$ cat config.mk
export PLATFORM = sky130hd
export DESIGN_NAME = seg_display_monitor
export DESIGN_NICKNAME = d
export VERILOG_FILES = /design/src/rtl/seg_pkg.sv /design/src/rtl/seg7_decode.sv /design/src/rtl/seg_display_monitor.sv
export SDC_FILE = /design/constraint.sdc
export NUM_CORES = 1
export LEC_CHECK = 0
export CAP_MARGIN = 40
export CORE_AREA = 2 2 98 100
export CTS_CLUSTER_SIZE = 20
export DETAILED_ROUTE_END_ITERATION = 7
export DIE_AREA = 0 0 100 102
export PLACE_DENSITY = 0.71
export SLEW_MARGIN = 5
export SYNTH_ARGS = -nofsm -noshare
export SYNTH_HDL_FRONTEND = slang
export SYNTH_HIERARCHICAL = 1
export SYNTH_SLANG_ARGS = --single-unit
$ cat constraint.sdc
create_clock -name clock -period 2.63 [get_ports clock]
set_input_delay 0.789 -clock clock [delete_from_list [all_inputs] [get_ports clock]]
set_output_delay 0.789 -clock clock [all_outputs]
set_load 0.05 [all_outputs]
$ cat src/rtl/seg_pkg.sv
// Shared types and constants for the seven-segment readback monitor.
// Holds the FSM states, active-low segment patterns and the anode one-hot-low test.
package seg_pkg;

  typedef enum logic [1:0] {
    ST_IDLE,
    ST_SETTLE,
    ST_HOLD
  } state_t;

  // Active-low {a,b,c,d,e,f,g}, a is the MSB
  localparam logic [6:0] SEG_0     = 7'b0000001;
  localparam logic [6:0] SEG_1     = 7'b1001111;
  localparam logic [6:0] SEG_2     = 7'b0010010;
  localparam logic [6:0] SEG_3     = 7'b0000110;
  localparam logic [6:0] SEG_4     = 7'b1001100;
  localparam logic [6:0] SEG_5     = 7'b0100100;
  localparam logic [6:0] SEG_6     = 7'b0100000;
  localparam logic [6:0] SEG_7     = 7'b0001111;
  localparam logic [6:0] SEG_8     = 7'b0000000;
  localparam logic [6:0] SEG_9     = 7'b0000100;
  localparam logic [6:0] SEG_BLANK = 7'b1111111;

  function automatic logic an_onehot_low(input logic [3:0] an);
    return (an == 4'b1110) || (an == 4'b1101) ||
           (an == 4'b1011) || (an == 4'b0111);
  endfunction

endpackage

$ cat src/rtl/seg7_decode.sv
// Combinational active-low seven-segment to BCD decoder.
// Ports: seg {a..g} in; value BCD, is_blank (all off), illegal (unknown pattern) out.
module seg7_decode
  import seg_pkg::*;
(
  input  logic [6:0] seg,
  output logic [3:0] value,
  output logic       is_blank,
  output logic       illegal
);

  always_comb begin
    value    = 4'd0;
    is_blank = 1'b0;
    illegal  = 1'b0;
    unique case (1'b1)
      (seg == SEG_0):     value = 4'd0;
      (seg == SEG_1):     value = 4'd1;
      (seg == SEG_2):     value = 4'd2;
      (seg == SEG_3):     value = 4'd3;
      (seg == SEG_4):     value = 4'd4;
      (seg == SEG_5):     value = 4'd5;
      (seg == SEG_6):     value = 4'd6;
      (seg == SEG_7):     value = 4'd7;
      (seg == SEG_8):     value = 4'd8;
      (seg == SEG_9):     value = 4'd9;
      (seg == SEG_BLANK): is_blank = 1'b1;
      default:            illegal = 1'b1;
    endcase
  end

endmodule

$ cat src/rtl/seg_display_monitor.sv
// Passive receiver for a multiplexed 4-digit seven-segment display.
// In: clock, reset, a..g, dp (active-low), an[3:0] (active-low).
// Out: digit0..3, blank, dp_mask, frame_valid, seg_err, an_err, stale.
module seg_display_monitor
  import seg_pkg::*;
#(
  parameter int STABLE_CYCLES  = 4,
  parameter int TIMEOUT_CYCLES = 1024
) (
  input  logic       clock,
  input  logic       reset,
  input  logic       a,
  input  logic       b,
  input  logic       c,
  input  logic       d,
  input  logic       e,
  input  logic       f,
  input  logic       g,
  input  logic       dp,
  input  logic [3:0] an,
  output logic [3:0] digit0,
  output logic [3:0] digit1,
  output logic [3:0] digit2,
  output logic [3:0] digit3,
  output logic [3:0] blank,
  output logic [3:0] dp_mask,
  output logic       frame_valid,
  output logic       seg_err,
  output logic       an_err,
  output logic       stale
);

  localparam int CW = $clog2(STABLE_CYCLES + 1);
  localparam int TW = $clog2(TIMEOUT_CYCLES + 1);
  localparam logic [CW-1:0] CNT_LAST = CW'(STABLE_CYCLES - 1);
  localparam logic [TW-1:0] T_MAX    = TW'(TIMEOUT_CYCLES);

  // Sample stage S and its previous value
  logic [6:0] r_s_seg;
  logic       r_s_dp;
  logic [3:0] r_s_an;
  logic [6:0] r_p_seg;
  logic       r_p_dp;
  logic [3:0] r_p_an;

  state_t          r_state;
  logic [CW-1:0]   r_cnt;
  logic [TW-1:0]   r_tcnt;
  logic [3:0]      r_mask;
  logic [3:0]      r_sh_dig [4];
  logic [3:0]      r_sh_blank;
  logic [3:0]      r_sh_dp;
  logic [3:0]      r_dig [4];
  logic [3:0]      r_blank;
  logic [3:0]      r_dp_mask;
  logic            r_fv;
  logic            r_seg_err;
  logic            r_an_err;
  logic            r_no_frame;

  state_t          w_state_n;
  logic [CW-1:0]   w_cnt_n;
  logic            w_capture;
  logic            w_an_act;
  logic            w_an_gap;
  logic            w_an_bad;
  logic            w_same;
  logic [1:0]      w_pos;
  logic [3:0]      w_value;
  logic            w_is_blank;
  logic            w_illegal;
  logic            w_cap_ok;
  logic            w_cap_bad;
  logic            w_full;
  logic [3:0]      w_mask_n;

  assign w_an_act  = an_onehot_low(r_s_an);
  assign w_an_gap  = (r_s_an == 4'b1111);
  assign w_an_bad  = !w_an_act && !w_an_gap;
  assign w_same    = ({r_s_an, r_s_seg, r_s_dp} ==
                      {r_p_an, r_p_seg, r_p_dp});
  assign w_cap_ok  = w_capture && !w_illegal;
  assign w_cap_bad = w_capture && w_illegal;
  assign w_full    = (r_mask == 4'b1111);

  seg7_decode u_dec (
    .seg      (r_s_seg),
    .value    (w_value),
    .is_blank (w_is_blank),
    .illegal  (w_illegal)
  );

  always_comb begin
    w_pos = 2'd0;
    unique case (1'b1)
      (r_s_an == 4'b1101): w_pos = 2'd1;
      (r_s_an == 4'b1011): w_pos = 2'd2;
      (r_s_an == 4'b0111): w_pos = 2'd3;
      default:             w_pos = 2'd0;
    endcase
  end

  always_ff @(posedge clock) begin
    if (reset) begin
      r_s_seg <= SEG_BLANK;
      r_s_dp  <= 1'b1;
      r_s_an  <= 4'b1111;
      r_p_seg <= SEG_BLANK;
      r_p_dp  <= 1'b1;
      r_p_an  <= 4'b1111;
    end else begin
      r_s_seg <= {a, b, c, d, e, f, g};
      r_s_dp  <= dp;
      r_s_an  <= an;
      r_p_seg <= r_s_seg;
      r_p_dp  <= r_s_dp;
      r_p_an  <= r_s_an;
    end
  end

  always_ff @(posedge clock) begin
    if (reset) begin
      r_state <= ST_IDLE;
      r_cnt   <= '0;
    end else begin
      r_state <= w_state_n;
      r_cnt   <= w_cnt_n;
    end
  end

  always_comb begin
    w_state_n = r_state;
    w_cnt_n   = r_cnt;
    w_capture = 1'b0;
    if (w_an_bad) begin
      w_state_n = ST_IDLE;
      w_cnt_n   = '0;
    end else begin
      unique case (r_state)
        ST_IDLE: begin
          if (w_an_act) begin
            w_state_n = ST_SETTLE;
            w_cnt_n   = CW'(1);
          end
        end
        ST_SETTLE: begin
          if (w_an_gap) begin
            w_state_n = ST_IDLE;
            w_cnt_n   = '0;
          end else if (!w_same) begin
            w_cnt_n = CW'(1);
          end else if (r_cnt == CNT_LAST) begin
            w_capture = 1'b1;
            w_state_n = ST_HOLD;
            w_cnt_n   = '0;
          end else begin
            w_cnt_n = r_cnt + CW'(1);
          end
        end
        ST_HOLD: begin
          if (w_an_gap) begin
            w_state_n = ST_IDLE;
          end else if (r_s_an != r_p_an) begin
            w_state_n = ST_SETTLE;
            w_cnt_n   = CW'(1);
          end
        end
        default: begin
          w_state_n = ST_IDLE;
          w_cnt_n   = '0;
        end
      endcase
    end
  end

  // A full mask is consumed on the next edge, so a capture there starts afresh
  always_comb begin
    w_mask_n = w_full ? 4'b0000 : r_mask;
    if (w_an_bad || w_cap_bad) begin
      w_mask_n = 4'b0000;
    end else if (w_cap_ok) begin
      w_mask_n = w_mask_n | (4'b0001 << w_pos);
    end
  end

  always_ff @(posedge clock) begin
    if (reset) begin
      r_mask     <= 4'b0000;
      r_sh_blank <= 4'b1111;
      r_sh_dp    <= 4'b0000;
      r_blank    <= 4'b1111;
      r_dp_mask  <= 4'b0000;
      r_fv       <= 1'b0;
      r_seg_err  <= 1'b0;
      r_an_err   <= 1'b0;
      r_no_frame <= 1'b1;
      r_tcnt     <= '0;
      for (int i = 0; i < 4; i++) begin
        r_sh_dig[i] <= 4'd0;
        r_dig[i]    <= 4'd0;
      end
    end else begin
      r_mask    <= w_mask_n;
      r_fv      <= w_full;
      r_seg_err <= w_cap_bad;
      r_an_err  <= w_an_bad;
      if (w_cap_ok) begin
        r_sh_dig[w_pos]   <= w_value;
        r_sh_blank[w_pos] <= w_is_blank;
        r_sh_dp[w_pos]    <= ~r_s_dp;
      end
      if (w_full) begin
        r_dig      <= r_sh_dig;
        r_blank    <= r_sh_blank;
        r_dp_mask  <= r_sh_dp;
        r_no_frame <= 1'b0;
      end
      // Capture wins over saturation on the same edge
      if (w_cap_ok) begin
        r_tcnt <= '0;
      end else if (r_tcnt != T_MAX) begin
        r_tcnt <= r_tcnt + TW'(1);
      end
    end
  end

  assign digit0      = r_dig[0];
  assign digit1      = r_dig[1];
  assign digit2      = r_dig[2];
  assign digit3      = r_dig[3];
  assign blank       = r_blank;
  assign dp_mask     = r_dp_mask;
  assign frame_valid = r_fv;
  assign seg_err     = r_seg_err;
  assign an_err      = r_an_err;
  assign stale       = r_no_frame || (r_tcnt == T_MAX);

endmodule

==> results.py <==
metrics = {
    "floorplanning": {
        "chipWidth_um": 100,
        "die-height_um": 102,
        "ioPinCount": 42,
        "initial_utilization_pct": 41.76,
        "die_area_um2": 10200,
        "rows": 35,
        "core_area_um2": 9109,
    },
    "timing": {
        "finalSetupViolations": 0,
        "worst_slew_pin_slew_ns": 0.7960,
        "hold_viol": 0,
        "relSlewSlack_pct": 46.93,
        "fin_skew_ns": 0.01062,
        "setup_tns_ns": 0,
        "min_period_ns": 2.458,
        "period_share_pct": 93.44,
        "timing.fmax_mhz": 406.9,
        "slew_viol_final": 0,
        "rsz0062_at_grt": "no",
    },
    "global_routing": {
        "antenna_found_initial": 0,
        "grt_overflow": 0,
        "grt_pass1_vias": 2808,
        "grt_max_degree": 29,
        "track_usage_pct": 15.46,
        "grt_pass1_wl_um": 12540,
    },
    "cts": {
        "cts_buffers": 9,
        "clkLatencyLatePin_ns": 0.37,
        "clk_pin_slew_ns": 0.10,
        "ctsLongestPathBuffers": 2,
        "clockRootBuffer": "clkbuf_8",
        "numClockSinks": 96,
        "cts_htree_levels": 3,
        "cts_tree": "done",
        "cts_hold_buf": 0,
    },
    "drt": {
        "drc": 0,
        "vias": 2946,
        "ant_nets": 0,
        "drt_iter0_drc": 124,
        "viasPerCell": 4.985,
        "wl_per_cell_um": 12.53,
        "first_pass_iters": 4,
        "wl_um": 7407,
    },
    "pwr": {
        "p_int_mw": 2.020,
        "comb_power_share_pct": 6.7,
        "clkPwrFrac_pct": 37.6,
        "p_leak_nw": 1.798,
        "switching_power_mw": 0.6840,
        "ir_worst_vdd_mv": 0.2653,
        "pwr-share-seq_pct": 55.7,
        "power.density_nw_per_um2": 586.1,
        "switching_share_pct": 25.30,
    },
    "setup_path": {
        "crit_buf_inv": 0,
        "cp-end-kind": "flop",
        "start_kind": "flop",
        "critical-path-top-delay-family": "simple AND/OR/NAND/NOR gates",
        "r2r_slack_ns": 0.17,
        "cp_data_required_time_ns": 2.88,
        "path_cells": "nand2_1, or4_1, o31ai_1, o31ai_1, or2_2, or4_4, mux2i_1",
        "crit_type": "reg -> reg",
        "reg2reg_to": "r_sh_blank[3]",
        "critPathMaxFanout": 7,
        "crit_path_frequent_cell": "o31ai_1",
        "cp_slowest_cell": "or4_4",
        "arrival_ns": 2.71,
        "critPathMaxStageDelay_ns": 0.57,
        "r2r_start": "r_s_seg[3]",
        "rr_worst_depth": 7,
    },
    "cells_and_area": {
        "nNetsFinal": 492,
        "nFillCells": 871,
        "seq_area_um2": 1922,
        "final_common_cell": "dfxtp_1",
        "insertedDiodeCount": 0,
        "syn_to_final_growth_pct": 21.28,
        "mostFrequentLayoutCells": "dfxtp_1, nand2_1, clkdlybuf4s50_1, nor2_1, a21oi_1",
        "drive_gt1_share_pct": 13.75,
        "multi_input_area_um2": 1767,
        "final_core_util_pct": 50.65,
    },
    "synthesis": {
        "synth_compound_area_share_pct": 6.711,
        "yosysUniqueCellTypes": 40,
        "synth_area_um2": 3804,
        "avgSynthCellArea_um2": 8.887,
        "synth_adder_area_share_pct": 1.250,
        "yosysWarnings": 6,
        "synth_xor_area_share_pct": 5.066,
        "yosys_register_bits": 96,
        "ys_seq_area_share_pct": 50.53,
        "synthCells": 428,
        "syn_nets": 445,
        "yosys.area_share.simple_pct": 26.48,
        "synth_top_family_by_area": "simple AND/OR/NAND/NOR gates",
        "muxShareOfSynthArea_pct": 6.842,
    },
    "place": {
        "gp_congestion": 0.8841,
        "hpwl_um": 5276,
        "io_buffers": 41,
    },
    "job": {
        "maxCapViolCount": 0,
    },
    "worst_hold_path": {
        "hp-start": "r_sh_dig[1]",
        "whs_endpoint": "digit3[1]",
        "whs_path_depth": 2,
        "hold_path_class": "reg -> reg",
    },
    "outcome": {
        "outcome": "complete, no violations",
    },
}
[layout make-up]
type,count,area share (%)
inverters,6,0.4882
clock buffers,9,2.685
multi-input cells,303,38.30
well taps,111,3.011
repair buffers,59,12.04
clock inverters,7,1.817
flip-flops and latches,96,41.66
[per-layer routing]
metal	vias to the layer above	global-route usage (%)	part of all wire, %
met4	0	7.587	1.7
li1	1518	-	-
met2	62	25.78	47
met5	-	0	0
met3	14	3.010	3.3
met1	1352	19.30	48
[sequential cells by signal, indices dropped and copies added (netlist names)]
name / count
blank: 4
digit0: 4
r_sh_blank: 4
r_s_an: 4
an_err: 1
r_sh_dig: 16
r_state: 2
r_s_seg: 7
r_p_dp: 1
dp_mask: 4
r_sh_dp: 4
seg_err: 1
r_tcnt: 11
r_s_dp: 1
frame_valid: 1
digit1: 4
r_mask: 4
digit3: 4
r_p_an: 4
r_no_frame: 1
r_p_seg: 7
digit2: 4
r_cnt: 3
[cells in the mapped netlist (all sizes together)]
library cell	count	area [µm²]
and4	2	17.52
dfxtp	96	1922
inv	6	22.52
nand2	90	337.8
clkbuf	17	63.81
or2	26	162.7
o21ai	4	20.02
nand3	13	65.06
buf	6	32.53
and2	2	12.51
a211oi	3	22.52
maj3	1	10.01
xnor2	5	43.79
nand2b	5	31.28
or4	3	22.52
nor2	33	123.9
nor4b	1	8.760
a21oi	29	145.1
and3	3	18.77
nand3b	2	15.01
o31ai	3	22.52
ha	3	37.54
o21a	1	7.510
nor2b	2	12.51
mux2i	26	260.3
nor3b	2	20.02
a31oi	1	6.260
nor3	9	45.04
nor4	5	52.55
xor2	17	148.9
a32oi	2	17.52
a21o	1	7.510
nand4b	2	17.52
o22ai	1	6.260
nand4	6	43.79
[stage by stage]
step / hold WS [ns] / worst slack, ns / power [mW] / area, µm² / instances
finish: 0.4431 / 0.1725 / 2.704 / 4613 / 591
global route: 0.4687 / 0.009469 / 2.801 / 4613 / 591
CTS: 0.4449 / 0.02466 / 2.733 / 4594 / 589
detailed placement: 0.4296 / 0.04744 / 1.719 / 4387 / 573
global placement: 0.4266 / 0.1318 / 1.714 / 4387 / 573
floorplan: 0.4149 / 0.2381 / 1.655 / 3804 / 428
[worst max path at each step]
stage / start / endpoint / slack, ns / cells past startpoint
floorplan: r_s_seg[2] / r_sh_blank[3] / 0.24 / 9
global placement: r_s_seg[3] / r_sh_blank[3] / 0.13 / 7
detailed placement: r_s_seg[3] / r_sh_dig[3] / 0.05 / 7
CTS: r_s_seg[3] / r_sh_blank[3] / 0.02 / 7
global route: r_s_seg[3] / r_sh_blank[3] / 0.009 / 7
finish: r_s_seg[3] / r_sh_blank[3] / 0.17 / 7
[cell families (layout without fill, tap and decap cells)]
logic type | count (synthesis) | in the layout
muxes | 26 | 26
DFF | 96 | 96
and+or+nand+nor | 206 | 206
adders and majority gates | 4 | 4
AOI/OAI and AO/OA | 45 | 45
xor gates and xnor gates | 22 | 22
buffers and inverters | 29 | 81
[power by group through the flow]
stage | logic, mW | registers (mW) | clock network, mW
final | 0.181 | 1.50 | 1.02
after global routing | 0.200 | 1.51 | 1.09
after CTS | 0.181 | 1.51 | 1.05
after detailed placement | 0.181 | 1.54 | 0
after global placement | 0.176 | 1.54 | 0
after floorplan | 0.121 | 1.53 | 0
[worst min-delay path, stage by stage (launching register included)]
cell and delay [ns]:
dfxtp_1 0.32, nand2_1 0.05, a21oi_1 0.05
[what timing repair did]
action                                  in CTS  in global routing
setup buffers                                0                  2
gates resized for setup                      0                  1
endpoints found under the setup margin       0                  8
(Power assumes the default switching activity.)
